**src/rtl/atari_key_matrix.sv**
```systemverilog
// Keyboard-side responder for the POKEY scanner: key bitmap + modifiers answered on KR,
// with a minimum-press stretcher. Optional `KEY_MATRIX_CLEAR_EN adds the all_up clear input.
module atari_key_matrix #(
    parameter int MIN_FRAMES  = 2,
    parameter int IDLE_CYCLES = 4096
) (
    input  logic       clk,
    input  logic       rst_n,
`ifdef KEY_MATRIX_CLEAR_EN
    input  logic       all_up,
`endif
    input  logic       evt_valid,
    output logic       evt_ready,
    input  logic [1:0] evt_kind,
    input  logic [5:0] evt_code,
    input  logic       evt_make,
    input  logic [5:0] K,
    output logic [2:1] KR,
    output logic       scan_active
);

    localparam logic [3:0]  MIN_F  = 4'(MIN_FRAMES);
    localparam logic [15:0] IDLE_L = 16'(IDLE_CYCLES);

    typedef enum logic {ACCEPT, HOLD} state_t;

    state_t      state_q, state_d;
    logic        ready_q;
    logic [63:0] bitmap_q, bitmap_d;
    logic        shift_q, shift_d, ctrl_q, ctrl_d, brk_q, brk_d;
    logic [3:0]  age_q, age_d;
    logic [5:0]  last_q, last_d, hold_q, hold_d;
    logic [5:0]  k_q;
    logic [15:0] idle_q, idle_d;
    logic        scan_q, scan_d;
    logic [2:1]  kr_q, kr_d;
    logic        frame_tick, accept;

    assign frame_tick  = (k_q == 6'h3F) && (K == 6'h00);
    assign accept      = evt_valid && ready_q;
    assign evt_ready   = ready_q;
    assign scan_active = scan_q;
    assign KR          = kr_q;

    always_comb begin
        state_d  = state_q;
        bitmap_d = bitmap_q;
        shift_d  = shift_q;
        ctrl_d   = ctrl_q;
        brk_d    = brk_q;
        age_d    = age_q;
        last_d   = last_q;
        hold_d   = hold_q;
        idle_d   = idle_q;

        if (K != k_q)
            idle_d = 16'd0;
        else if (idle_q != 16'hFFFF)
            idle_d = idle_q + 16'd1;
        scan_d = (idle_d < IDLE_L);

        if (frame_tick && age_q != 4'hF)
            age_d = age_q + 4'd1;

        case (state_q)
            ACCEPT: begin
                if (accept) begin
                    case (evt_kind)
                        2'b01: shift_d = evt_make;
                        2'b10: ctrl_d  = evt_make;
                        2'b11: brk_d   = evt_make;
                        default: begin
                            if (evt_make) begin
                                bitmap_d[evt_code] = 1'b1;
                                last_d             = evt_code;
                                age_d              = 4'd0;
                            // A fresh tap of the last key is stretched until the scanner has seen it
                            end else if (evt_code == last_q && bitmap_q[evt_code] &&
                                         age_q < MIN_F && scan_q) begin
                                state_d = HOLD;
                                hold_d  = evt_code;
                            end else begin
                                bitmap_d[evt_code] = 1'b0;
                            end
                        end
                    endcase
                end
            end
            HOLD: begin
                if (age_q >= MIN_F || !scan_q) begin
                    bitmap_d[hold_q] = 1'b0;
                    state_d          = ACCEPT;
                end
            end
            default: state_d = ACCEPT;
        endcase

`ifdef KEY_MATRIX_CLEAR_EN
        if (all_up) begin
            bitmap_d = '0;
            shift_d  = 1'b0;
            ctrl_d   = 1'b0;
            brk_d    = 1'b0;
            last_d   = last_q;
            hold_d   = hold_q;
            age_d    = 4'hF;
            state_d  = ACCEPT;
        end
`endif

        kr_d[1] = ~bitmap_q[K];
        kr_d[2] = ~(((K == 6'h3F) && ctrl_q) || ((K == 6'h2F) && shift_q) ||
                    ((K == 6'h0F) && brk_q));
    end

    always_ff @(posedge clk) begin
        if (!rst_n) begin
            state_q  <= ACCEPT;
            ready_q  <= 1'b0;
            bitmap_q <= '0;
            shift_q  <= 1'b0;
            ctrl_q   <= 1'b0;
            brk_q    <= 1'b0;
            age_q    <= 4'd0;
            last_q   <= 6'd0;
            hold_q   <= 6'd0;
            k_q      <= 6'd0;
            idle_q   <= 16'd0;
            scan_q   <= 1'b0;
            kr_q     <= 2'b11;
        end else begin
            state_q  <= state_d;
            ready_q  <= (state_d == ACCEPT);
            bitmap_q <= bitmap_d;
            shift_q  <= shift_d;
            ctrl_q   <= ctrl_d;
            brk_q    <= brk_d;
            age_q    <= age_d;
            last_q   <= last_d;
            hold_q   <= hold_d;
            k_q      <= K;
            idle_q   <= idle_d;
            scan_q   <= scan_d;
            kr_q     <= kr_d;
        end
    end

endmodule

```
**config.mk**
```make
export PLATFORM = sky130hd
export DESIGN_NAME = atari_key_matrix
export DESIGN_NICKNAME = d
export VERILOG_FILES = /design/src/rtl/atari_key_matrix.sv
export SDC_FILE = /design/constraint.sdc
export NUM_CORES = 1
export LEC_CHECK = 0
export CAP_MARGIN = 20
export CORE_MARGIN = 8
export CORE_UTILIZATION = 55
export CTS_CLUSTER_DIAMETER = 150
export DETAILED_ROUTE_END_ITERATION = 16
export GPL_TIMING_DRIVEN = 0
export PLACE_DENSITY_LB_ADDON = 0.12
export RECOVER_POWER = 25
export SETUP_SLACK_MARGIN = 0.3
export SLEW_MARGIN = 20
export SYNTH_ARGS = -nofsm -noshare
export SYNTH_HDL_FRONTEND = slang
export SYNTH_SLANG_ARGS = --single-unit
export TNS_END_PERCENT = 1
```
**constraint.sdc**
```tcl
create_clock -name clk -period 7.3 [get_ports clk]
set_input_delay 1.46 -clock clk [delete_from_list [all_inputs] [get_ports clk]]
set_output_delay 1.46 -clock clk [all_outputs]
set_load 0.1 [all_outputs]
```
# == Word-level counts from Yosys, hierarchy flattened ==
# Cells that the tools add are included.
# W data, S select, Z words.
# classes
n_addsub,2
magnitude_cmp,8
eq_ne,15
muxes,27
bitwise_logic,11
reduce_logical,23
# op_table
cell,count
$mux W64,5
$and A64 B64 Y64,2
$not A64 Y64,2
$pmux W64 S2,1
$or A64 B64 Y64,1
$mux W16,2
$lt A6 B7 Y1 const B,3
$mux W4,5
$eq A6 B6 Y1 const B,3
$add A16 B1 Y16 const B,1
$lt A16 B13 Y1 const B,1
$ne A16 B16 Y1 const B,1
$bmux W1 S6,2
$demux W1 S6,2
$ge A6 B1 Y1 const B,2
$logic_and A1 B1 Y1,11
$mux W1,9
$reduce_and A3 Y1,3
$reduce_and A4 Y1,2
$eq A6 B4 Y1 const B,1
$eq A6 B6 Y1,1
$logic_not A6 Y1,1
$ne A6 B6 Y1,1
$not A1 Y1,6
other kinds (14),18
# word_totals
reg_bits,110
inputBits,18
out_inout_bits,4
wordCells,99

# == Logic depth before layout (Yosys ltp) ==
# Gate-level depths: netlist of run 1.
# logic_depth
word_depth,11
ltp_mapped,10
depth_no_buf,7

# == Worst setup path after synthesis of run 1 ==
# OpenSTA, ideal clock, no wires.
# synth_timing
path_type,input to register
from,input port K[0]
to,register kr_q (netlist bit KR[1])
setup_ns,0.079
t_arrival_ns,3.530
t_required_ns,7.221
path_slack_ns,3.691
stages,7
n_path_buf,2
cell_sequence,clkbuf_1 > buf_2 > mux4_2 > mux4_2 > mux2i_1 > nand2_1 > o211ai_1
# synth_between
elab_chain_len,3
# synth_rtl
element,line,text
start: declaration,17,"input logic [5:0] K,"
$bmux W1 S6,111,kr_d[1] = ~bitmap_q[K];
$mux W1 (not written as such),111,
$not A1 Y1,111,
end signal: assignment,144,kr_q <= kr_d;
end: declaration,36,"logic [2:1] kr_q, kr_d;"
# No other way between the ends. The select of a mux whose other input is x is not followed.
# A chain may end at the register's enable or synchronous reset.

==> metrics.txt, run 1 <==
Die W=131 um; via count=7901; Fmax=183 MHz; crit-path max FO=10; Comb pwr share=12.1%; Critical Path RT=7.57 ns; CTS-repair resized insts=0; Pleak=2.71 nW; drt total wl=29.9 mm; vias in the first global route=7335; Port Buf Inserts=10; cell breakdown of the critical path=clkdlybuf4s50_1 -> clkbuf_1 -> clkbuf_1 -> nand3_1 -> nor2_1 -> a22oi_1 -> o21ai_0 -> a21oi_1; Syn Inst Count=866; CTS sink cnt=110; largest net degree at the start of global routing=18; Seq/Total Area, Yosys=30.3%; Int Pwr=0.881 mW; CTS buffer count=9; Tot GR Track Use=34.9%; detailed placement HPWL=20.0 mm; Iter 0 DRT Violations=1229; worst reg-to-reg path cell count=7; setup repair after global routing missed its margin=no; syn nets=887; Startpoint Class=input pin; number of core rows=42; Syn Std Cell Area=0.00727 mm^2; die area=0.0172 mm^2; Worst-path clk slew=0.08 ns; TNS Setup=0 ns; yosys warns=0; vias per cell=7.36; fin crit period=5.48 ns; Tightest Pin Transition=1.21 ns; type of the worst setup path=input pin to flip-flop; Syn Area/Cell=8.40 um^2; GRT Residual Overflow=0; Final Skew=0.0113 ns; Pwr Total=1.24 mW; H-tree depth=3; max_slew headroom=19.2%; RePlAce Congestion=1.01; synthesis-to-layout area growth=8.76%; clock power share=38.8%; Die Ht=131 um; # nets final=912; drt pass-1 iters=9; Post-synth EDFFs=0; Design Area, Final=0.00791 mm^2; Post-route DRC=0; Post-CTS Setup Repair Bufs=0; layout cell share with drive strength beyond 1=8.37%; Final Hold Vio Count=0; status=finished, final reports clean; antenna violations before repair=1; synth unique cells=51; Skew-Pair Late Insertion Delay=0.38 ns; Worst R2R Start=state_q; Max clock buf depth=2; Crit path top cell by count=clkbuf_1; part of the cycle the worst path needs=75.0%; Top FF cell, synth=dfxtp_1; I/O Pins=22; Core Region=0.0131 mm^2; initial core utilization=55.6%; Hold Crit Start=ctrl_q; Net Sw Frac=28.8%; Final Slew Violations=0; Crit path largest cell delay=1.17 ns; CTS Root Cell=clkbuf_16; Peak supply drop=0.107 mV; slowest CP cell=nor2_1; crit end category=flip-flop; Placement Cell Area=0.00761 mm^2; Reg2Reg Setup Slack=3.96 ns; Synth async-reset ratio=0%; post-route ant nets=0; global-route wire length before repair=44.0 mm; P_sw=0.356 mW; CTS Hold Bufs=0; TritonCTS clock tree=yes; sequential share of power=49.0%; hold crit path type=flip-flop to flip-flop; max-cap check violation count=0; WP data arrival=5.74 ns; Hold Path Stages=2; Worst Hold End=ctrl_q; Synth Register Bits=110; wire length per cell=27.9 um; P per Cell Area=156 mW/mm^2; final setup vio count=0
## cells in the mapped netlist (all sizes together) (5+ instances only)
library cell,n,area share [%]
mux4,30,9.3
xor2,11,1.3
nor2b,7,0.60
nand2,41,2.1
a31oi,41,3.5
a221o,35,4.8
o21ai,97,6.7
dfxtp,110,30
nor3,6,0.41
mux2i,27,3.7
a22oi,32,3.3
buf,21,1.8
nand3b,12,1.2
nor2,48,2.5
xnor2,14,1.7
nand3,34,2.3
clkbuf,66,3.4
a21oi,103,7.1
a21o,24,2.5
nand4,8,0.69
inv,7,0.36
and2,9,0.77
and3,5,0.43
o21bai,40,4.1
## logic make-up (layout without fill, tap and decap cells)
logic type      count (synthesis)  in the layout  share of synthesized area [%]
compound gates                382            382                           33.4
simple gates                  194            194                           14.0
flops                         110            110                           30.3
buf+inv                        94            124                           5.61
mux                            58             58                           13.2
xor+xnor                       25             25                           3.01
fa+ha+maj                       3              3                          0.516
other cells                     0              1                              0
## critical path: cells and delay by family
| family | cells | cell delay [ns] |
|---|---|---|
| simple gates | 2 | 1.89 |
| compound gates | 3 | 0.54 |
| buf+inv | 3 | 1.84 |
## placed cells by master, fill, tap and decap left out, drive strengths merged, types with 34 or more instances in the layout
cell type  count
nor2          48
a31oi         41
a221o         35
o21bai        40
a21oi        103
dfxtp        110
clkbuf        82
o21ai         97
nand2         41
nand3         34
## layout make-up
type,instances,area [um^2]
repair buffers,14,129
diodes,1,2.50
fillers,1179,5170
well taps,176,220
clock buffers,12,236
flip-flops and latches,110,2200
plain buffers,87,380
inverters,7,26.3
multi-input cells,662,4680
clock inverters,4,33.8
## per-layer routing
layer	vias to the layer above	share of wire (%)	GRT usage, %
li1	3350	-	-
met1	3710	36	41.0
met4	0	7.1	24.4
met5	-	0	0
met3	175	13	13.1
met2	666	44	51.8
## power groups by stage
| stage | combinational (mW) | sequential [mW] | clock (mW) |
|---|---|---|---|
| floorplan | 0.0863 | 0.626 | 0 |
| global placement | 0.139 | 0.621 | 0 |
| detailed placement | 0.142 | 0.621 | 0 |
| CTS | 0.143 | 0.607 | 0.473 |
| global route | 0.155 | 0.607 | 0.497 |
| finish | 0.150 | 0.607 | 0.480 |
## stage by stage
step | instances | util, % | setup slack, ns | hold WS (ns)
after detailed placement | 1054 | 58.2 | 1.85 | 0.453
after global placement | 1052 | 58.0 | 1.96 | 0.455
after floorplan | 866 | - | 3.69 | 0.437
after CTS | 1070 | 60.3 | 2.24 | 0.462
final | 1073 | 60.5 | 1.82 | 0.460
after global routing | 1072 | 60.4 | 1.96 | 0.487
## worst max path at each step
stage,to,startpoint,slack [ns],cells after the start
floorplan,KR[1],K[0],3.69,7
global placement,flip-flop,evt_code[2],1.96,8
detailed placement,flip-flop,evt_code[2],1.85,8
CTS,flip-flop,evt_code[2],2.24,8
global route,flip-flop,evt_code[2],1.96,8
finish,flip-flop,evt_code[2],1.82,8
(Power assumes the default switching activity.)
==> run 2, diff against run 1 <==
==> constraint.sdc (replaced) <==
create_clock -name clk -period 5.6 [get_ports clk]
set_input_delay 1.12 -clock clk [delete_from_list [all_inputs] [get_ports clk]]
set_output_delay 1.12 -clock clk [all_outputs]
set_load 0.1 [all_outputs]
==> results of run 2 <==
Same layout as run 1 (identical final DEF). Status: finished, final reports clean.
Main changes from that run: setup slack after placement 1.85 ns -> 0.492 ns; setup slack after layout 1.82 ns -> 0.464 ns; register-to-register setup slack 3.96 ns -> 2.26 ns; total power 1.24 mW -> 1.61 mW; worst IR drop on VDD 0.107 mV -> 0.140 mV
